==> config.mk <==
export PLATFORM = sky130hd
export DESIGN_NAME = instr_fetch_unit
export DESIGN_NICKNAME = d
export VERILOG_FILES = /design/src/rtl/instr_fetch_unit.sv
export SDC_FILE = /design/constraint.sdc
export NUM_CORES = 1
export LEC_CHECK = 0
export ABC_CLOCK_PERIOD_IN_PS = 9100
export BUFFER_PORTS_ARGS = -buffer_cell sky130_fd_sc_hd__buf_2
export CAP_MARGIN = 20
export CORE_UTILIZATION = 28
export DETAILED_ROUTE_END_ITERATION = 10
export PLACE_DENSITY = 0.48
export SLEW_MARGIN = 15
export SYNTH_ARGS = -nofsm -noshare
export SYNTH_HDL_FRONTEND = slang
export SYNTH_SLANG_ARGS = --single-unit
==> constraint.sdc <==
create_clock -name clk -period 9.1 [get_ports clk]
set_clock_uncertainty 0.2 [all_clocks]
set_input_delay 1.82 -clock clk [delete_from_list [all_inputs] [get_ports clk]]
set_output_delay 1.82 -clock clk [all_outputs]
set_load 0.05 [all_outputs]
==> src/rtl/instr_fetch_unit.sv <==
// Instruction fetch front end: owns the fetch PC, reads the combinational ROM,
// buffers {pc, word} pairs in a small FIFO and presents them to decode.
module instr_fetch_unit #(
  parameter int unsigned                DATA_WIDTH = 32,
  parameter logic [DATA_WIDTH-1:0]      RESET_PC   = 32'h0040_0000,
  parameter int unsigned                IMEM_WORDS = 1024,
  parameter int unsigned                FIFO_DEPTH = 2
) (
  input  logic                  clk,
  input  logic                  rst,
  output logic [DATA_WIDTH-1:0] imem_addr,
  input  logic [DATA_WIDTH-1:0] imem_rd,
  input  logic                  redirect_valid,
  input  logic [DATA_WIDTH-1:0] redirect_target,
  output logic                  inst_valid,
  output logic [DATA_WIDTH-1:0] inst,
  output logic [DATA_WIDTH-1:0] inst_pc,
  input  logic                  dec_ready,
  output logic                  fault,
  output logic [DATA_WIDTH-1:0] fault_pc
);

  localparam int unsigned PW = $clog2(FIFO_DEPTH);
  localparam int unsigned CW = $clog2(FIFO_DEPTH + 1);
  localparam logic [DATA_WIDTH-1:0] LAST_PC  = RESET_PC + DATA_WIDTH'(4 * (IMEM_WORDS - 1));
  localparam logic [CW-1:0]         FULL_CNT = CW'(FIFO_DEPTH);

  typedef enum logic [0:0] {
    S_RUN  = 1'b0,
    S_HALT = 1'b1
  } state_t;

  state_t                r_state;
  logic [DATA_WIDTH-1:0] r_fetch_pc;
  logic [DATA_WIDTH-1:0] r_fault_pc;
  logic [DATA_WIDTH-1:0] r_mem_pc   [FIFO_DEPTH];
  logic [DATA_WIDTH-1:0] r_mem_word [FIFO_DEPTH];
  logic [PW-1:0]         r_rd_ptr;
  logic [PW-1:0]         r_wr_ptr;
  logic [CW-1:0]         r_count;

  state_t                w_state_nx;
  logic [DATA_WIDTH-1:0] w_fetch_pc_nx;
  logic [DATA_WIDTH-1:0] w_fault_pc_nx;
  logic                  w_push;
  logic                  w_pop;
  logic                  w_flush;
  logic                  w_head_valid;

  function automatic logic in_window(input logic [DATA_WIDTH-1:0] pc);
    return (pc >= RESET_PC) && (pc <= LAST_PC);
  endfunction

  function automatic logic target_ok(input logic [DATA_WIDTH-1:0] pc);
    return (pc[1:0] == 2'b00) && in_window(pc);
  endfunction

  assign w_head_valid = (r_count != {CW{1'b0}});
  assign imem_addr    = r_fetch_pc;
  assign inst_valid   = w_head_valid;
  assign inst         = r_mem_word[r_rd_ptr];
  assign inst_pc      = r_mem_pc[r_rd_ptr];
  assign fault        = (r_state == S_HALT);
  assign fault_pc     = r_fault_pc;

  // Next-state decision: redirect beats pop/push; an out-of-window fetch PC
  // only faults once it would actually be pushed.
  always_comb begin
    w_state_nx    = r_state;
    w_fetch_pc_nx = r_fetch_pc;
    w_fault_pc_nx = r_fault_pc;
    w_push        = 1'b0;
    w_pop         = 1'b0;
    w_flush       = 1'b0;
    case (r_state)
      S_RUN: begin
        if (redirect_valid) begin
          w_flush = 1'b1;
          if (target_ok(redirect_target)) begin
            w_fetch_pc_nx = redirect_target;
          end else begin
            w_state_nx    = S_HALT;
            w_fault_pc_nx = redirect_target;
          end
        end else begin
          w_pop = w_head_valid & dec_ready;
          if ((r_count < FULL_CNT) || w_pop) begin
            if (in_window(r_fetch_pc)) begin
              w_push        = 1'b1;
              w_fetch_pc_nx = r_fetch_pc + DATA_WIDTH'(4);
            end else begin
              w_state_nx    = S_HALT;
              w_fault_pc_nx = r_fetch_pc;
            end
          end else begin
            w_push = 1'b0;
          end
        end
      end
      S_HALT: begin
        w_pop = w_head_valid & dec_ready;
      end
      default: begin
        w_state_nx = S_HALT;
      end
    endcase
  end

  // State, fetch PC and FIFO storage registers.
  always_ff @(posedge clk) begin
    if (rst) begin
      r_state    <= S_RUN;
      r_fetch_pc <= RESET_PC;
      r_fault_pc <= '0;
      r_rd_ptr   <= '0;
      r_wr_ptr   <= '0;
      r_count    <= '0;
      for (int i = 0; i < FIFO_DEPTH; i++) begin
        r_mem_pc[i]   <= '0;
        r_mem_word[i] <= '0;
      end
    end else begin
      r_state    <= w_state_nx;
      r_fetch_pc <= w_fetch_pc_nx;
      r_fault_pc <= w_fault_pc_nx;
      if (w_flush) begin
        r_rd_ptr <= '0;
        r_wr_ptr <= '0;
        r_count  <= '0;
      end else begin
        if (w_push) begin
          r_mem_pc[r_wr_ptr]   <= r_fetch_pc;
          r_mem_word[r_wr_ptr] <= imem_rd;
          r_wr_ptr             <= r_wr_ptr + PW'(1);
        end
        if (w_pop) begin
          r_rd_ptr <= r_rd_ptr + PW'(1);
        end
        r_count <= r_count + CW'(w_push) - CW'(w_pop);
      end
    end
  end

endmodule

### After elaboration in Yosys (flattened, before gate mapping)

Memories as Yosys holds them, arrays and structs flattened. A register that Yosys moved wholly into a read port is not among the register bits.
Cells that the tools add are included.

* bits in registers: 69
* bits in writable memories: 128
* input bits: 68
* word-level logic and storage cells: 73
* memories kept: 2

* $add $sub $neg: 5
* order comparisons: 5
* equality and inequality tests: 3
* multiplexer cells: 37
* bitwise logic cells: 2
* reduce and logical (&&, ||, !) cells: 13

Memories
* r_mem_pc: depth 2, bits a word 32, read ports 1, clocked after Yosys merged registers in 1, write ports 2, line 36 `logic [DATA_WIDTH-1:0] r_mem_pc [FIFO_DEPTH];`
* r_mem_word: depth 2, bits a word 32, read ports 1, clocked after Yosys merged registers in 1, write ports 2, line 37 `logic [DATA_WIDTH-1:0] r_mem_word [FIFO_DEPTH];`

Operators by type and width (number)
* 32-bit two-way mux: 10
* 32-bit by 23-bit >= comparator with 1-bit output (second input constant): 2
* 32-bit by 23-bit <= comparator with 1-bit output (second input constant): 2
* 32-bit OR reduction: 2
* 32-bit by 3-bit adder with 32-bit output (second input constant): 1
* 1-bit two-way mux: 26
* 4-bit AND reduction: 2
* 2-bit nonzero test: 3
* 2-bit inequality test (second input constant): 2
* 1-bit logical AND: 3
* 1-bit adder (second input constant): 2
* 2-bit by 1-bit adder with 2-bit output: 1
* 2-bit logical NOT: 1
* 2-bit less-than comparator (second input constant): 1
* 2-bit by 1-bit inequality test with 1-bit output (second input constant): 1
* 1-bit one-hot mux with 2 select lines: 1
* 2-bit OR reduction: 1
* 2-bit by 1-bit subtractor with 2-bit output: 1
* 1-bit AND: 1
* 1-bit logical OR: 1
* 1-bit NOT: 1

### Depth between registers and ports, before layout

* depth in word-level cells: 12
* mapped depth: 11

### Least setup slack after synthesis

No wires, ideal clock.

* kind: input -> register
* start point: input port dec_ready
* end point: memory r_mem_pc[1][0] (enable)
* library setup time: 574 ps
* data arrival time: 7053 ps
* data required time: 8326 ps
* path slack: 1272 ps
* stages on the path: 6
* path buffers: 1
* cells stage by stage: nor3b_1 -> or2_2 -> buf_1 -> nor2_1 -> nand2_1 -> o21ai_0

RTL lines
* start: declaration: line 18 `input logic dec_ready,`
* end: declaration: line 36

### Worst setup path after layout

* start point: input port redirect_valid
* end point: register r_fault_pc[14] (netlist: fault_pc[14])

* word-level cells in the longest chain between the ends: 2
* elaborated cells between the ends (all ways): 5
* those cells by class: eq/ne: 2; mux: 1; reduce/logical: 2

Ends and longest elaborated chain
* start: declaration: line 13 `input logic redirect_valid,`
* 2-bit inequality test (no source line) or 2-bit nonzero test (tied branches)
* 4-bit AND reduction (no source line)
* end signal: assignment: line 125 `r_fault_pc <= w_fault_pc_nx;`
* end: declaration: line 35 `logic [DATA_WIDTH-1:0] r_fault_pc;`

Several ways; a longest one is shown, not always the timed one.
A chain may end at the register's enable or synchronous reset.

==> run_results.csv <==
group,metric,value,unit
outcome,status,"completed",
placed_design,hpwlAfterDp,13700,um
pwr,swShare,0.301,
synthesis,synth_top_area_cell,"edfxtp_1",
layout,area_growth,25.3,%
clock_network,postCtsHoldBufs,0,
pwr,pwr-share-comb,0.160,
floorplanning,initial_core_util,0.288,
pwr,pwr-share-clk,0.354,
clock_network,root_buffer,"clkbuf_16",
drt,drt_iter0_markers,307,
layout,layout_common_cells,"buf_2, edfxtp_1, and2_1, dfxtp_1, mux2_2",
timing,min_period,4.66,ns
clock_network,cts_tree,"yes",
clock_network,h-tree-depth,4,
synthesis,synthTopCellsByArea,"edfxtp_1, dfxtp_1, mux2_2",
drt,antenna_left,0,
critical_path,cp_max_fo,34,
synthesis,synthArstFlopShare,0,
placed_design,portBuffers,197,
synthesis,synth_top_area_share,0.461,
drt,first_pass_iters,5,
critical_path,crit_path_end_kind,"register",
synthesis,ys.flop_type,"edfxtp_1",
drt,wl_per_cell,16.7,um
synthesis,synthCells,649,
pwr,power_per_cell_area,205,nW/um^2
synthesis,yosysSeqAreaShare,0.629,
timing,hold_viol,0,
timing,fmax,0.215,GHz
clock_network,post_cts_resized,0,
drt,vias,5747,
layout,nFillCells,2913,
synthesis,synth_area,8340,um^2
layout,regArea,5250,um^2
critical_path,startpoint_type,"input pin",
drt,routed-wl-met3,1190,um
placed_design,gp_congestion,0.749,
floorplanning,num_io_pins,198,
timing,tightest_slew,0.973,ns
drt,top_layer,"met4",
clock_network,cts.sinks,198,
synthesis,netlist-cell-type-count,52,
drt,wirelength,21200,um
synthesis,synth_edf_count,128,
critical_path,critical_path_class,"in2reg",
critical_path,cpPeakStageDelay,0.66,ns
drt,wl_met2,9610,um
pwr,ir_drop,0.124,mV
worst_hold_path,hold_path_class,"reg2reg",
clock_network,clock_path_buffers,2,
timing,slew_headroom,0.351,
timing,rsz0062_at_grt,"no",
layout,drive_above_1_share,0.359,
layout,multiInputGateArea,2950,um^2
drt,post-route-drc-count,0,
critical_path,crit_buf_inv,2,
timing,final-setup-viol-count,0,
global_route,antenna_found_initial,1,
clock_network,numCtsBuffers,17,
run,drv_cap,0,
timing,tns,0,ns
timing,slew_violations,0,
layout,final_common_cell,"buf_2",
pwr,p_seq_frac,0.486,
critical_path,cp_top_family,"simple AND/OR/NAND/NOR gates",
pwr,power_leakage,0.00445,uW
floorplanning,core.rowCount,62,
synthesis,ys_warn_count,0,
global_route,gr-total-overflow,0,
clock_network,post_cts_buffers,0,
layout,finalNetCount,940,
critical_path,crit_chain,"buf_2, nor3b_1, nor2_1, nand3_1, nor2_2, buf_4, a221o_1",
floorplanning,fp.dieArea,30500,um^2
timing,fin_crit_sh,0.512,
pwr,internal_power,1490,uW
floorplanning,die_h,175,um
clock_network,clk_latency,0.43,ns
pwr,switchingPower,644,uW
critical_path,required,9.27,ns
drt,met1_length,10200,um
clock_network,clk_pin_slew,0.08,ns
floorplanning,chipWidth,175,um
synthesis,avgSynthCellArea,12.9,um^2
timing,whs,0.287,ns
global_route,grt_max_degree,65,
synthesis,ys_ff_latch,198,
drt,viasPerCell,4.54,
global_route,grt_pass1_vias,5697,
floorplanning,coreArea,29000,um^2
global_route,grt_pass1_wl,33000,um
critical_path,cp.arrival,4.83,ns
global_route,track_usage,0.141,
critical_path,crit_slowest_cell,"nor2_2",
==> layer usage <==
| layer | track usage | up-vias |
|---|---|---|
| met1 | 0.197 | 2756 |
| met4 | 0.0283 | 0 |
| met3 | 0.0379 | 8 |
| met2 | 0.219 | 171 |
| li1 | - | 2812 |
| met5 | 0 | - |
==> worst paths after layout <==
kind | start | end | slack, ns | cells past startpoint
setup / recovery | redirect_valid | fault_pc[14]$_SDFFE_PP0P_ | 4.44 | 7
hold / removal | fault_pc[11]$_SDFFE_PP0P_ | fault_pc[11]$_SDFFE_PP0P_ | 0.29 | 1
setup reg to reg | imem_addr[22]$_SDFFE_PP1P_ | r_mem_word[1][1]$_SDFFCE_PN0P_ | 5.97 | 6
hold reg to reg | fault_pc[11]$_SDFFE_PP0P_ | fault_pc[11]$_SDFFE_PP0P_ | 0.29 | 1
==> flip-flops by register name, indices dropped and copies added (netlist names), named ones only <==
name / count
r_mem_pc: 64
r_mem_word: 64
fault_pc: 32
imem_addr: 32
r_count: 2
fault: 1
r_rd_ptr: 1
r_wr_ptr: 1
==> cells by family (layout without fill, tap and decap cells) <==
logic type | after synthesis | after routing | synth area share
other cells | 1 | 39 | 0.000450
mux | 65 | 65 | 0.0876
compound gates | 84 | 84 | 0.0867
fa+ha+maj | 4 | 4 | 0.00600
xor+xnor | 3 | 3 | 0.00315
simple gates | 218 | 218 | 0.148
buf+inv | 76 | 271 | 0.0390
flops | 198 | 198 | 0.629
==> layout make-up <==
| type | count | share of cell area |
|---|---|---|
| clock inverters | 15 | 0.0160 |
| flip-flops and latches | 198 | 0.502 |
| multi-input cells | 412 | 0.282 |
| repair buffers | 205 | 0.100 |
| inverters | 34 | 0.0122 |
| well taps | 384 | 0.0460 |
| clock buffers | 17 | 0.0407 |
| diodes | 1 | 0.000239 |
==> Yosys cell counts (4+ instances only) <==
| library cell | instances |
|---|---|
| a221o_1 | 32 |
| mux2_2 | 64 |
| nor2_1 | 46 |
| inv_1 | 33 |
| a21oi_1 | 7 |
| o21ai_0 | 6 |
| a211oi_1 | 7 |
| clkbuf_1 | 28 |
| and2_1 | 77 |
| buf_2 | 6 |
| ha_1 | 4 |
| a32o_1 | 5 |
| buf_6 | 4 |
| o32ai_1 | 4 |
| nor4_1 | 19 |
| o221ai_1 | 5 |
| or3_1 | 5 |
| nor4_2 | 5 |
| edfxtp_1 | 128 |
| nand3_1 | 5 |
| nor3_1 | 5 |
| and3_1 | 20 |
| dfxtp_1 | 70 |
| nand2_1 | 25 |
==> stage by stage <==
stage	instances	setup slack, ns	power [uW]	util	cell area [um^2]
after detailed placement	1233	3.93	1410	0.340	9850
final	1266	4.44	2140	0.360	10500
after CTS	1265	4.39	2170	0.360	10400
after floorplan	686	1.27	1310	-	8480
after global routing	1265	4.08	2230	0.360	10400
after global placement	1233	4.02	1410	0.340	9850
==> power groups by stage <==
stage                     Combinational, uW  Sequential (uW)  Clock [uW]
after floorplan                         222             1090           0
after global placement                  346             1060           0
after detailed placement                346             1060           0
after CTS                               347             1040         783
after global routing                    365             1050         818
final                                   342             1040         757
Note: power is estimated with default switching activity, not from simulation.
